[config.mk]
export PLATFORM = sky130hd
export DESIGN_NAME = instr_fetch_unit
export DESIGN_NICKNAME = d
export VERILOG_FILES = /design/src/rtl/instr_fetch_unit_pkg.sv /design/src/rtl/instr_fetch_unit_fetch_wait_counter.sv /design/src/rtl/instr_fetch_unit.sv
export SDC_FILE = /design/constraint.sdc
export NUM_CORES = 1
export LEC_CHECK = 0
export BUFFER_PORTS_ARGS = -buffer_cell sky130_fd_sc_hd__buf_2
export CAP_MARGIN = 20
export CORE_MARGIN = 4
export CORE_UTILIZATION = 30
export DETAILED_ROUTE_END_ITERATION = 8
export GPL_TIMING_DRIVEN = 0
export PLACE_DENSITY = 0.62
export SKIP_CTS_REPAIR_TIMING = 1
export SLEW_MARGIN = 20
export SYNTH_ARGS = -nofsm -noshare
export SYNTH_HDL_FRONTEND = slang
export SYNTH_SLANG_ARGS = --single-unit
export TNS_END_PERCENT = 1
[constraint.sdc]
create_clock -name clk -period 1.91 [get_ports clk]
set_clock_uncertainty 0.2 [all_clocks]
set_input_delay 0.382 -clock clk [delete_from_list [all_inputs] [get_ports clk]]
set_output_delay 0.382 -clock clk [all_outputs]
set_load 0.05 [all_outputs]
[src/rtl/instr_fetch_unit_pkg.sv]
// Shared definitions for the instruction fetch unit.
//  - state_e        : fetch FSM encodings
//  - DEF_*          : default widths and reset PC
//  - long_opcode_bit: opcode bit that marks a 2-byte instruction
package instr_fetch_unit_pkg;

  typedef enum logic [1:0] {
    StIdle  = 2'd0,
    StRdOp  = 2'd1,
    StRdArg = 2'd2,
    StValid = 2'd3
  } state_e;

  localparam int unsigned DEF_ADDR_W   = 8;
  localparam int unsigned DEF_DATA_W   = 8;
  localparam int unsigned DEF_RESET_PC = 0;

  // The opcode MSB flags a 2-byte instruction.
  function automatic int unsigned long_opcode_bit(input int unsigned data_w);
    return data_w - 1;
  endfunction

  localparam int unsigned LONG_OPCODE_BIT = DEF_DATA_W - 1;

endpackage

[src/rtl/instr_fetch_unit_fetch_wait_counter.sv]
// Memory read wait counter for the fetch unit.
//  clk    : rising-edge clock
//  reset  : asynchronous active-low reset
//  clear  : drop any partial count (redirect)
//  start  : high for every cycle a memory read is being held
//  done   : high on the cycle whose closing edge samples memData
module instr_fetch_unit_fetch_wait_counter #(
  parameter int unsigned READ_LATENCY = 1
) (
  input  logic clk,
  input  logic reset,
  input  logic clear,
  input  logic start,
  output logic done
);

  localparam int unsigned CntW = (READ_LATENCY > 1) ? $clog2(READ_LATENCY) : 1;
  localparam logic [CntW-1:0] LastCnt = CntW'(READ_LATENCY - 1);

  logic [CntW-1:0] cnt_q, cnt_d;

  assign done = start && (cnt_q == LastCnt);

  // Counter re-arms to zero on completion so back-to-back reads need no extra cycle.
  always_comb begin
    cnt_d = cnt_q;
    if (clear) begin
      cnt_d = '0;
    end else if (start) begin
      cnt_d = done ? '0 : cnt_q + 1'b1;
    end
  end

  always_ff @(posedge clk or negedge reset) begin
    if (!reset) begin
      cnt_q <= '0;
    end else begin
      cnt_q <= cnt_d;
    end
  end

endmodule

[src/rtl/instr_fetch_unit.sv]
// Instruction fetch unit: owns the PC, drives the memory read port and hands
// 1- or 2-byte instructions to decode over a valid/ready handshake.
//  clk, reset (async, active-low)
//  run            : allow new fetches
//  pc_load/target : redirect, highest priority
//  address/memRead/memData : memory read port (address always equals pc)
//  instr_valid/ready/opcode/operand/pc : decode handshake
//  pc             : next byte to fetch
module instr_fetch_unit
  import instr_fetch_unit_pkg::*;
#(
  parameter int unsigned       ADDR_W       = DEF_ADDR_W,
  parameter int unsigned       DATA_W       = DEF_DATA_W,
  parameter int unsigned       READ_LATENCY = 1,
  parameter logic [ADDR_W-1:0] RESET_PC     = ADDR_W'(DEF_RESET_PC)
) (
  input  logic              clk,
  input  logic              reset,
  input  logic              run,
  input  logic              pc_load,
  input  logic [ADDR_W-1:0] pc_target,
  output logic [ADDR_W-1:0] address,
  output logic              memRead,
  input  logic [DATA_W-1:0] memData,
  output logic              instr_valid,
  input  logic              instr_ready,
  output logic [DATA_W-1:0] instr_opcode,
  output logic [DATA_W-1:0] instr_operand,
  output logic [ADDR_W-1:0] instr_pc,
  output logic [ADDR_W-1:0] pc
);

  localparam int unsigned LongBit = long_opcode_bit(DATA_W);

  state_e            state_q, state_d;
  logic [ADDR_W-1:0] pc_q, pc_d;
  logic [ADDR_W-1:0] instr_pc_q, instr_pc_d;
  logic [DATA_W-1:0] opcode_q, opcode_d;
  logic [DATA_W-1:0] operand_q, operand_d;
  logic              reading;
  logic              wait_done;

  assign reading = (state_q == StRdOp) || (state_q == StRdArg);

  instr_fetch_unit_fetch_wait_counter #(
    .READ_LATENCY(READ_LATENCY)
  ) u_wait (
    .clk  (clk),
    .reset(reset),
    .clear(pc_load),
    .start(reading),
    .done (wait_done)
  );

  // State and datapath registers.
  always_ff @(posedge clk or negedge reset) begin
    if (!reset) begin
      state_q    <= StIdle;
      pc_q       <= RESET_PC;
      instr_pc_q <= RESET_PC;
      opcode_q   <= '0;
      operand_q  <= '0;
    end else begin
      state_q    <= state_d;
      pc_q       <= pc_d;
      instr_pc_q <= instr_pc_d;
      opcode_q   <= opcode_d;
      operand_q  <= operand_d;
    end
  end

  // Next state. A redirect overrides everything, including a coincident accept.
  always_comb begin
    state_d = state_q;
    if (pc_load) begin
      state_d = run ? StRdOp : StIdle;
    end else begin
      unique case (state_q)
        StIdle:  if (run) state_d = StRdOp;
        StRdOp:  if (wait_done) state_d = memData[LongBit] ? StRdArg : StValid;
        StRdArg: if (wait_done) state_d = StValid;
        StValid: if (instr_ready) state_d = run ? StRdOp : StIdle;
        default: state_d = StIdle;
      endcase
    end
  end

  // Datapath next values: capture bytes on the sampling edge and advance pc.
  always_comb begin
    pc_d       = pc_q;
    instr_pc_d = instr_pc_q;
    opcode_d   = opcode_q;
    operand_d  = operand_q;
    if (pc_load) begin
      pc_d = pc_target;
    end else if (wait_done && state_q == StRdOp) begin
      opcode_d   = memData;
      operand_d  = '0;
      instr_pc_d = pc_q;
      pc_d       = pc_q + 1'b1;
    end else if (wait_done && state_q == StRdArg) begin
      operand_d = memData;
      pc_d      = pc_q + 1'b1;
    end
  end

  // Outputs are decoded from registered state, so reset drops memRead at once.
  always_comb begin
    address       = pc_q;
    pc            = pc_q;
    memRead       = reading;
    instr_valid   = (state_q == StValid);
    instr_opcode  = opcode_q;
    instr_operand = operand_q;
    instr_pc      = instr_pc_q;
  end

endmodule

== Yosys cells after proc, flatten, opt, wreduce, memory -nomap -nowiden ==
Cells that the tools add are included.
Operators by class
  $add $sub $neg: 2
  mux-type cells: 16
  eq/ne operators: 7
  bitwise operators: 2
  reductions and logical operators: 11
Operators with widths (number)
  8-bit 2-to-1 mux: 5
  2-bit 2-to-1 mux: 5
  3-bit by 2-bit inequality test with 1-bit output, second input constant: 3
  8-bit by 1-bit adder with 8-bit output, second input constant: 1
  2-bit case mux with 4 select lines: 1
  1-bit 2-to-1 mux: 5
  2-bit equality test, second input constant: 2
  2-bit AND reduction: 2
  4-bit AND reduction: 1
  2-bit nonzero test: 2
  1-bit logical AND: 3
  3-bit inequality test, second input constant: 1
  3-bit nonzero test: 1
  2-bit by 1-bit equality test with 1-bit output, second input constant: 1
  2-bit zero test: 1
  1-bit inverter: 2
  1-bit adder, second input constant: 1
  1-bit logical OR: 1
Storage, ports and cells
  register bits after elaboration: 35
  output and inout port bits: 42

== Depth between registers and ports, before layout ==
Gate-level depths: netlist (run 1).
  depth in word-level cells: 7
  gate-level depth with buffers: 8

== By module ==
From an unflattened synthesis (run 1), not the netlist that was laid out.
Unflattened totals
  cell total of the unflattened synthesis: 151
  area total of the unflattened synthesis: 1719.1 µm²
By module, submodules not included
  instr_fetch_unit: cells an instance 148, seq. area each 850.8 µm², times used 1, area an instance 1672.9 µm²
  instr_fetch_unit_fetch_wait_counter: cells an instance 3, seq. area each 25.0 µm², times used 1, area an instance 46.3 µm²

== Least setup slack after synthesis (run 1) ==
OpenSTA, ideal clock, no wires.
  kind: register to register
  start point: reg state_q[1]
  end point: reg operand_q[6] (netlist: instr_operand[6])
  slack: -0.369 ns
  cell stages (with the launch flop): 9
  data arrival time: 1.960 ns
  data required time: 1.590 ns
  path through: dfrtp_1 -> inv_1 -> ha_1 -> a21oi_2 -> or3_1 -> buf_2 -> buf_6 -> nand2_1 -> o21ai_2
Between the ends
  word-level cells in the longest chain between the ends: 6
  elaborated cells on any way between the ends: 9
RTL lines
  from (decl): line instr_fetch_unit.sv:35  | state_e state_q, state_d;
  from (signal assigned): line instr_fetch_unit.sv:58  | state_q <= StIdle;
  from (signal assigned): line instr_fetch_unit.sv:64  | state_q <= state_d;
  2-bit by 1-bit equality test with 1-bit output or 2-bit equality test (tied branches): line instr_fetch_unit.sv:43  | assign reading = (state_q == StRdOp) || (state_q == StRdArg);
  1-bit logical OR *: line instr_fetch_unit.sv:43
  net memRead: line instr_fetch_unit.sv:23  | output logic memRead,
  1-bit logical AND *: line instr_fetch_unit_fetch_wait_counter.sv:22  | assign done = start && (cnt_q == LastCnt);
  1-bit logical AND, on equally long branches: line instr_fetch_unit.sv:96, instr_fetch_unit.sv:101
  2-bit nonzero test (no line)
  2-bit AND reduction (no line)
  to (signal assigned): line instr_fetch_unit.sv:68  | operand_q <= operand_d;
  to (decl): line instr_fetch_unit.sv:39  | logic [DATA_W-1:0] operand_q, operand_d;
The timed path passes the listed nets; every way through them passes the cells marked *.
A chain may end at the register's enable or synchronous reset.

== Final worst setup path (run 1) ==
  start point: reg state_q[1]
  end point: reg operand_q[6] (netlist: instr_operand[6])
Between the ends
  word-level cells in the longest chain between the ends: 6
  elaborated cells on any way between the ends: 9
RTL lines (line)
  2-bit by 1-bit equality test with 1-bit output or 2-bit equality test (tied branches): instr_fetch_unit.sv:43, instr_fetch_unit.sv:96, instr_fetch_unit.sv:101
  1-bit logical OR: instr_fetch_unit.sv:43
  1-bit logical AND: instr_fetch_unit_fetch_wait_counter.sv:22
  1-bit logical AND, on equally long branches: instr_fetch_unit.sv:96, instr_fetch_unit.sv:101
  2-bit nonzero test (no line)
  2-bit AND reduction (no line)
Parallel ways exist; a longest one is shown, timed or not.

==> results of run 1 <==
## state kept, by name, summed over array words and instances, names as in the netlist
signal	flops
address	8
u_wait.cnt_q	1
instr_operand	8
state_q	2
instr_opcode	8
instr_pc	8
## routing by layer
layer,vias up,GRT usage [%]
li1,661,-
met1,629,15.6
met2,46,16.4
met3,3,4.02
met4,0,3.07
met5,-,0
## critical path, stage by stage (launching register included)
cell and delay [ns]:
dfrtp_2 0.41, inv_4 0.06, ha_4 0.30, a21oi_4 0.08, or3_1 0.38, buf_6 0.15
clkbuf_16 0.15, nand2_2 0.06, o21ai_2 0.04
## cells in the final DEF (no fill, tap or decap), types with 3 or more instances in the layout
master,synthesis,layout
ha_1,6,3
mux2_2,7,7
nor2_1,6,6
nand2_2,0,6
nand2b_1,3,3
o21ai_1,7,6
dfrtp_1,35,33
clkbuf_1,2,3
clkbuf_8,0,7
o21ai_2,2,3
mux2_4,10,10
xnor2_1,5,5
buf_4,8,16
o21ai_0,6,6
ha_4,0,3
nand2_1,25,19
buf_2,1,62
## how the worst min path moves through the flow
stage | from | to | slack (ns) | cells past startpoint
after floorplan | reset | address[0] | -0.11 | 0
after CTS | reset | instr_opcode[0] | 0.02 | 1
after global placement | instr_operand[6] | instr_operand[6] | 0.26 | 2
after global routing | reset | instr_opcode[6] | 0.05 | 1
after detailed placement | instr_operand[6] | instr_operand[6] | 0.26 | 2
final | reset | instr_opcode[6] | -0.02 | 1
## cell type report
class | instances | area share, %
Clock buffer | 8 | 4.11
Tap cell | 72 | 3.70
Multi-Input combinational cell | 99 | 33.9
Sequential cell | 35 | 36.1
Buffer | 14 | 5.14
Inverter | 4 | 0.823
Timing Repair Buffer | 71 | 16.2
## kinds of logic (layout without fill, tap and decap cells)
logic type / after synthesis / count (layout) / synth area share, %
AND/OR/NAND/NOR: 47 / 47 / 13.7
flip-flops: 35 / 35 / 50.4
XOR/XNOR: 6 / 6 / 3.02
AO/OA/AOI/OAI: 21 / 21 / 7.34
buffers and inverters: 18 / 97 / 6.98
adder cells (fa/ha/maj): 6 / 6 / 4.32
multiplexers: 19 / 19 / 14.3
## cells in the mapped netlist, drive strengths merged
| library cell | number | share of area (%) |
|---|---|---|
| buf | 12 | 5.7 |
| xnor2 | 5 | 2.5 |
| dfrtp | 35 | 50 |
| xor2 | 1 | 0.50 |
| ha | 6 | 4.3 |
| clkbuf | 2 | 0.43 |
| nand4 | 1 | 0.36 |
| o21ai | 15 | 4.7 |
| or3 | 1 | 0.36 |
| and2b | 1 | 0.43 |
| a21oi | 3 | 1.1 |
| inv | 4 | 0.86 |
| nor3 | 3 | 1.2 |
| nor3b | 2 | 0.86 |
| nand4b | 1 | 0.50 |
| mux2 | 17 | 13 |
| nand3 | 2 | 0.58 |
| o221ai | 1 | 0.50 |
| mux2i | 2 | 1.2 |
| nor4b | 1 | 0.50 |
| nor2 | 7 | 2.4 |
| nand2 | 25 | 5.4 |
| a22oi | 1 | 0.43 |
| a311o | 1 | 0.58 |
| nand2b | 3 | 1.1 |
## stage by stage
stage          area (sq um)  TNS (ns)  worst slack, ns
2_1_floorplan          1770    -0.247          -0.0363
3_3_place_gp           2170     -1.46           -0.139
3_5_place_dp           2170     -1.81           -0.165
4_1_cts                2270     -2.01           -0.174
5_1_grt                2430     -1.03          -0.0865
6_report               2430    -0.208          -0.0431
==> results.py, run 1 <==
metrics = {
    "layout": {
        "final_util_pct": 43.7,
        "num-nets-final": 257,
        "synthToLayoutAreaGrowth_pct": 39.9,
        "antenna_cells": 0,
        "seqCellArea_sq_um": 878,
        "layout-drive-gt1-share_pct": 55.4,
        "n_fill_cell": 555,
        "instances_no_fill": 303,
        "multi_input_area_sq_um": 825,
    },
    "worst_setup_path": {
        "critPathArrivalTime_ns": 1.93,
        "critPathKind": "reg -> reg",
        "cp-startpoint": "state_q[1]",
        "endpoint": "instr_operand[6]",
        "critPathLaunchType": "register",
        "cp_max_fo": 7,
        "rrSetupSlack_ns": -0.04,
        "endpoint_kind": "register",
        "rr_startpoint": "state_q[1]",
        "rr_endpoint": "instr_operand[6]",
        "cp_data_required_time_ns": 1.88,
        "reg2reg_depth": 8,
    },
    "synth": {
        "yosysWarnings": 0,
        "synthCells": 152,
        "synth_cell_types": 33,
        "syn_area_per_cell_sq_um": 11.4,
        "ys_seq_elements": 35,
        "yosysSeqAreaShare_pct": 50.4,
        "syn_nets": 179,
        "synth_area_sq_mm": 0.00174,
    },
    "timing": {
        "worstMarginPinSlew_ns": 0.794,
        "drv_slew": 0,
        "finalHoldViolCount": 30,
        "layout_setup_ws_ns": -0.0431,
        "maxSlewHeadroom_pct": 47.1,
        "period_needed_ns": 1.95,
        "timing.final.crit_share_pct": 102,
        "grt_setup_unrepaired": "true",
        "timing.fmax_ghz": 0.512,
        "fin_hold_ws_ns": -0.0243,
        "setup_violations": 8,
    },
    "global_route": {
        "track_usage_pct": 11.2,
        "grt_pass1_vias": 1246,
        "grt_max_degree": 36,
        "grt-ovfl-total": 0,
        "grt_pass1_wl_um": 6360,
        "antenna_found_initial": 0,
    },
    "placement": {
        "port_buffers": 62,
        "gp_congestion": 0.724,
        "placedCellCount": 286,
        "hpwl_um": 2820,
    },
    "drt": {
        "drt_iter0_drc": 24,
        "final_antenna_net_count": 0,
        "drt_pass1_iterations": 4,
        "wirelength_um": 4110,
        "wl_met1_um": 1880,
        "vias": 1339,
        "top_layer_used": "met4",
        "drcViolationCount": 0,
        "via_per_inst": 4.42,
        "wl_per_cell_um": 13.6,
        "wl_met2_um": 1890,
        "wl_met3_um": 316,
    },
    "run_status": {
        "violations": "hold timing, setup timing",
        "status": "finished, violations left",
    },
    "run": {
        "drv_cap": 0,
    },
    "die": {
        "core_area_sq_mm": 0.00557,
        "die_height_um": 84.1,
        "dieArea_sq_mm": 0.00708,
        "dieWidth_um": 84.1,
        "rows": 27,
        "initial_core_util_pct": 31.2,
        "io_pins": 63,
    },
    "cts": {
        "cts_tree": "built",
        "cts.clk_slew.worst_paths_ns": 0.07,
        "root_buffer": "clkbuf_8",
        "clock_latency_ns": 0.28,
        "cts-buffers-inserted": 5,
        "clock_sinks": 35,
        "h-tree-depth": 2,
        "clockBufferDepth": 2,
    },
    "min_path": {
        "hold_path_class": "in -> async",
    },
}
Power of run 1 is left out: the tool's default activity adds up to more than one toggle a clock period on the data nets, which glitch-free logic cannot reach.
==> run 2, diff against run 1 <==
--- a/config.mk
+++ b/config.mk
@@ -11,10 +11,13 @@
 export CORE_UTILIZATION = 30
 export DETAILED_ROUTE_END_ITERATION = 8
 export GPL_TIMING_DRIVEN = 0
+export HOLD_SLACK_MARGIN = 0.06
+export MAX_ROUTING_LAYER = met4
 export PLACE_DENSITY = 0.62
 export SKIP_CTS_REPAIR_TIMING = 1
 export SLEW_MARGIN = 20
 export SYNTH_ARGS = -nofsm -noshare
 export SYNTH_HDL_FRONTEND = slang
+export SYNTH_HIERARCHICAL = 1
 export SYNTH_SLANG_ARGS = --single-unit
 export TNS_END_PERCENT = 1
==> run 2 against run 1 <==
The run ends with setup timing left. Synthesized cell count down 0.66%. Register-to-register slack about the same. Worst hold slack better by 0.10 ns. Die area down 1.0%. Via count up 1.3%. Global-route usage up 1.1 points. Non-clock buffer count down 2. Maximum frequency down 0.52%. Clock-buffer cell count unchanged. Final cell count down 0.66%. First-iteration DRC count up 21%. Worst setup slack worse by 0.010 ns.
==> results.py, run 2 <==
metrics = {
    "drt": {
        "wirelength_um": 4050,
        "wl_per_cell_um": 13.5,
        "vias": 1356,
        "drt_iter0_drc": 29,
        "drcViolationCount": 0,
        "drt_pass1_iterations": 4,
        "final_antenna_net_count": 0,
        "via_per_inst": 4.50,
    },
    "min_path": {
        "hold_path_class": "in -> reg",
        "min_from": "pc_load",
        "min_to": "u_wait/cnt_q",
        "hold_depth": 2,
    },
    "timing": {
        "setup_violations": 10,
        "worstMarginPinSlew_ns": 0.808,
        "period_needed_ns": 1.96,
        "timing.final.crit_share_pct": 103,
        "grt_setup_unrepaired": "true",
        "fin_setup_tns_ns": -0.214,
        "layout_setup_ws_ns": -0.0534,
        "drv_slew": 0,
        "maxSlewHeadroom_pct": 46.1,
        "finalHoldViolCount": 0,
        "timing.fmax_ghz": 0.509,
    },
    "placement": {
        "port_buffers": 62,
        "hpwl_um": 2960,
        "place_area_sq_mm": 0.00214,
        "gp_congestion": 0.705,
    },
    "layout": {
        "mostFrequentLayoutCell": "buf_2",
        "layout-drive-gt1-share_pct": 50.2,
        "antenna_cells": 0,
        "num-nets-final": 255,
        "layout_common_cells": "buf_2 (63), dfrtp_1 (35), nand2_1 (21)",
        "n_fill_cell": 558,
        "synthToLayoutAreaGrowth_pct": 39.4,
        "fin_area_sq_mm": 0.00240,
    },
    "synth": {
        "synth_area_sq_mm": 0.00172,
        "synthCells": 151,
        "ys_seq_elements": 35,
        "synth_most_common_cell": "dfrtp_1",
        "syn_nets": 178,
        "synth_top_cell_by_area": "dfrtp_1",
        "syn_area_per_cell_sq_um": 11.4,
        "synthArstFlopShare_pct": 100,
        "synthTopCellsByCount": "dfrtp_1 (35), nand2_1 (21), o21ai_1 (16)",
        "synth_top_area_share_pct": 50.9,
        "yosysSeqAreaShare_pct": 50.9,
        "synthFlopType": "dfrtp_1",
        "synth_edf_count": 0,
        "synth_cell_types": 28,
        "synth.area.top_cells": "dfrtp_1 (51%), mux2_1 (9.8%), o21ai_1 (4.7%)",
        "yosysWarnings": 6,
    },
    "power_and_ir_drop": {
        "p_seq_share_pct": 25.4,
        "p_switching_w": 0.00249,
        "p_int_w": 0.00242,
        "p_comb_share_pct": 62.8,
        "p_per_area_mw_per_mm2": 2050,
        "p_leak_nw": 1.17,
        "vdd_drop_max_mv": 0.820,
        "clockPowerShare_pct": 11.9,
        "p_sw_share_pct": 50.7,
        "finalPower_w": 0.00491,
    },
    "worst_setup_path": {
        "rr_startpoint": "state_q[1]",
        "critPathLaunchType": "register",
        "cp_data_required_time_ns": 1.91,
        "critPathArrivalTime_ns": 1.96,
        "crit_family": "flip-flops",
        "endpoint_kind": "register",
        "cp_cell_sequence": "inv_2, ha_4, and2b_4, nand2b_1, buf_6, nor2_4, buf_12, a22oi_2, o21ai_1",
        "worst-path-buf-inv": 3,
        "slowest_stage": "dfrtp_1",
        "reg2reg_depth": 9,
        "max_stage_delay_ns": 0.41,
        "cp_max_fo": 9,
        "rr_endpoint": "instr_operand[0]",
        "critPathKind": "reg -> reg",
        "rrSetupSlack_ns": -0.05,
    },
    "cts": {
        "root_buffer": "clkbuf_8",
        "cts.clk_slew.worst_paths_ns": 0.07,
        "clock_latency_ns": 0.28,
        "cts_tree": "built",
        "cts-buffers-inserted": 5,
        "clock_sinks": 35,
        "clockBufferDepth": 2,
        "h-tree-depth": 2,
    },
    "run_status": {
        "violations": "setup timing",
        "status": "finished, violations left",
    },
    "die": {
        "rows": 27,
        "core_area_sq_mm": 0.00554,
        "die_height_um": 83.7,
        "dieArea_sq_mm": 0.00701,
        "io_pins": 63,
        "dieWidth_um": 83.7,
        "initial_core_util_pct": 31.0,
    },
    "global_route": {
        "track_usage_pct": 12.3,
        "grt-ovfl-total": 0,
        "grt_max_degree": 36,
        "grt_pass1_vias": 1327,
        "antenna_found_initial": 0,
        "grt_pass1_wl_um": 6760,
    },
    "run": {
        "drv_cap": 0,
    },
}
run 2: cell types whose count changed after synthesis, sizes merged, moves of 2 or more:
cell / change
xor2: +2
nand3: -2
inv: +2
o21ai: +2
a21oi: -3
a22oi: +7
nand2: -4
run 2: area by class of cell:
type                       instances  area, sq um  area share, %
buffer                            13         98.8           4.12
inverter                           6         22.5          0.939
timing repair buffer              70          389           16.2
clock buffer                       8          100           4.18
multi-input combinational         97          821           34.2
sequential                        35          876           36.5
tap                               72         90.1           3.76
run 2: power groups by stage:
| stage | combinational, W | sequential, W | clock (W) |
|---|---|---|---|
| 3_3_place_gp | 0.00278 | 0.00124 | 0 |
| 4_1_cts | 0.00282 | 0.00124 | 0.000607 |
| 6_report | 0.00308 | 0.00125 | 0.000583 |
| 5_1_grt | 0.00330 | 0.00130 | 0.000633 |
| 3_5_place_dp | 0.00282 | 0.00126 | 0 |
| 2_1_floorplan | 0.00129 | 0.00218 | 0 |
run 2: worst reg2reg max path, delay by kind of cell, from the launching register on:
family	cells	cell delay, ns
buffers and inverters	3	0.36
and+or+nand+nor	3	0.41
DFF	1	0.41
adders and majority gates	1	0.29
AOI/OAI and AO/OA	2	0.21
run 2: through the flow:
stage	utilization, %	hold WS [ns]	setup WS, ns	cells
5_1_grt	43.3	0.0776	-0.138	301
4_1_cts	40.5	0.0181	-0.179	293
6_report	43.3	0.0773	-0.0534	301
3_5_place_dp	38.7	0.276	-0.168	285
2_1_floorplan	-	-0.114	-0.0873	151
3_3_place_gp	38.7	0.264	-0.147	285
run 2: how the worst max path moves through the flow:
| stage | startpoint | endpoint | cells past startpoint |
|---|---|---|---|
| after detailed placement | state_q[1] | instr_pc[2] | 6 |
| after floorplan | state_q[1] | address[6] | 7 |
| after CTS | state_q[1] | instr_pc[2] | 6 |
| after global placement | state_q[1] | instr_pc[0] | 6 |
| final | state_q[1] | instr_operand[0] | 9 |
| after global routing | state_q[1] | address[6] | 7 |
run 2: routing by layer:
layer,track usage [%],vias up,wire length (um),part of all wire [%]
li1,-,668,-,-
met1,16.1,652,1830,45
met2,18.5,32,1970,49
met3,2.86,4,195,4.8
met4,4.82,0,56,1.4
met5,-,-,0,0
run 2: cells by family after synthesis:
kind of cell	share of synthesized area (%)
AND/OR/NAND/NOR	11.1
flip-flops	50.9
AO/OA/AOI/OAI	11.6
buffers and inverters	6.19
multiplexers	12.3
XOR/XNOR	3.57
adder cells (fa/ha/maj)	4.37
Power figures use the tool's default switching activity.
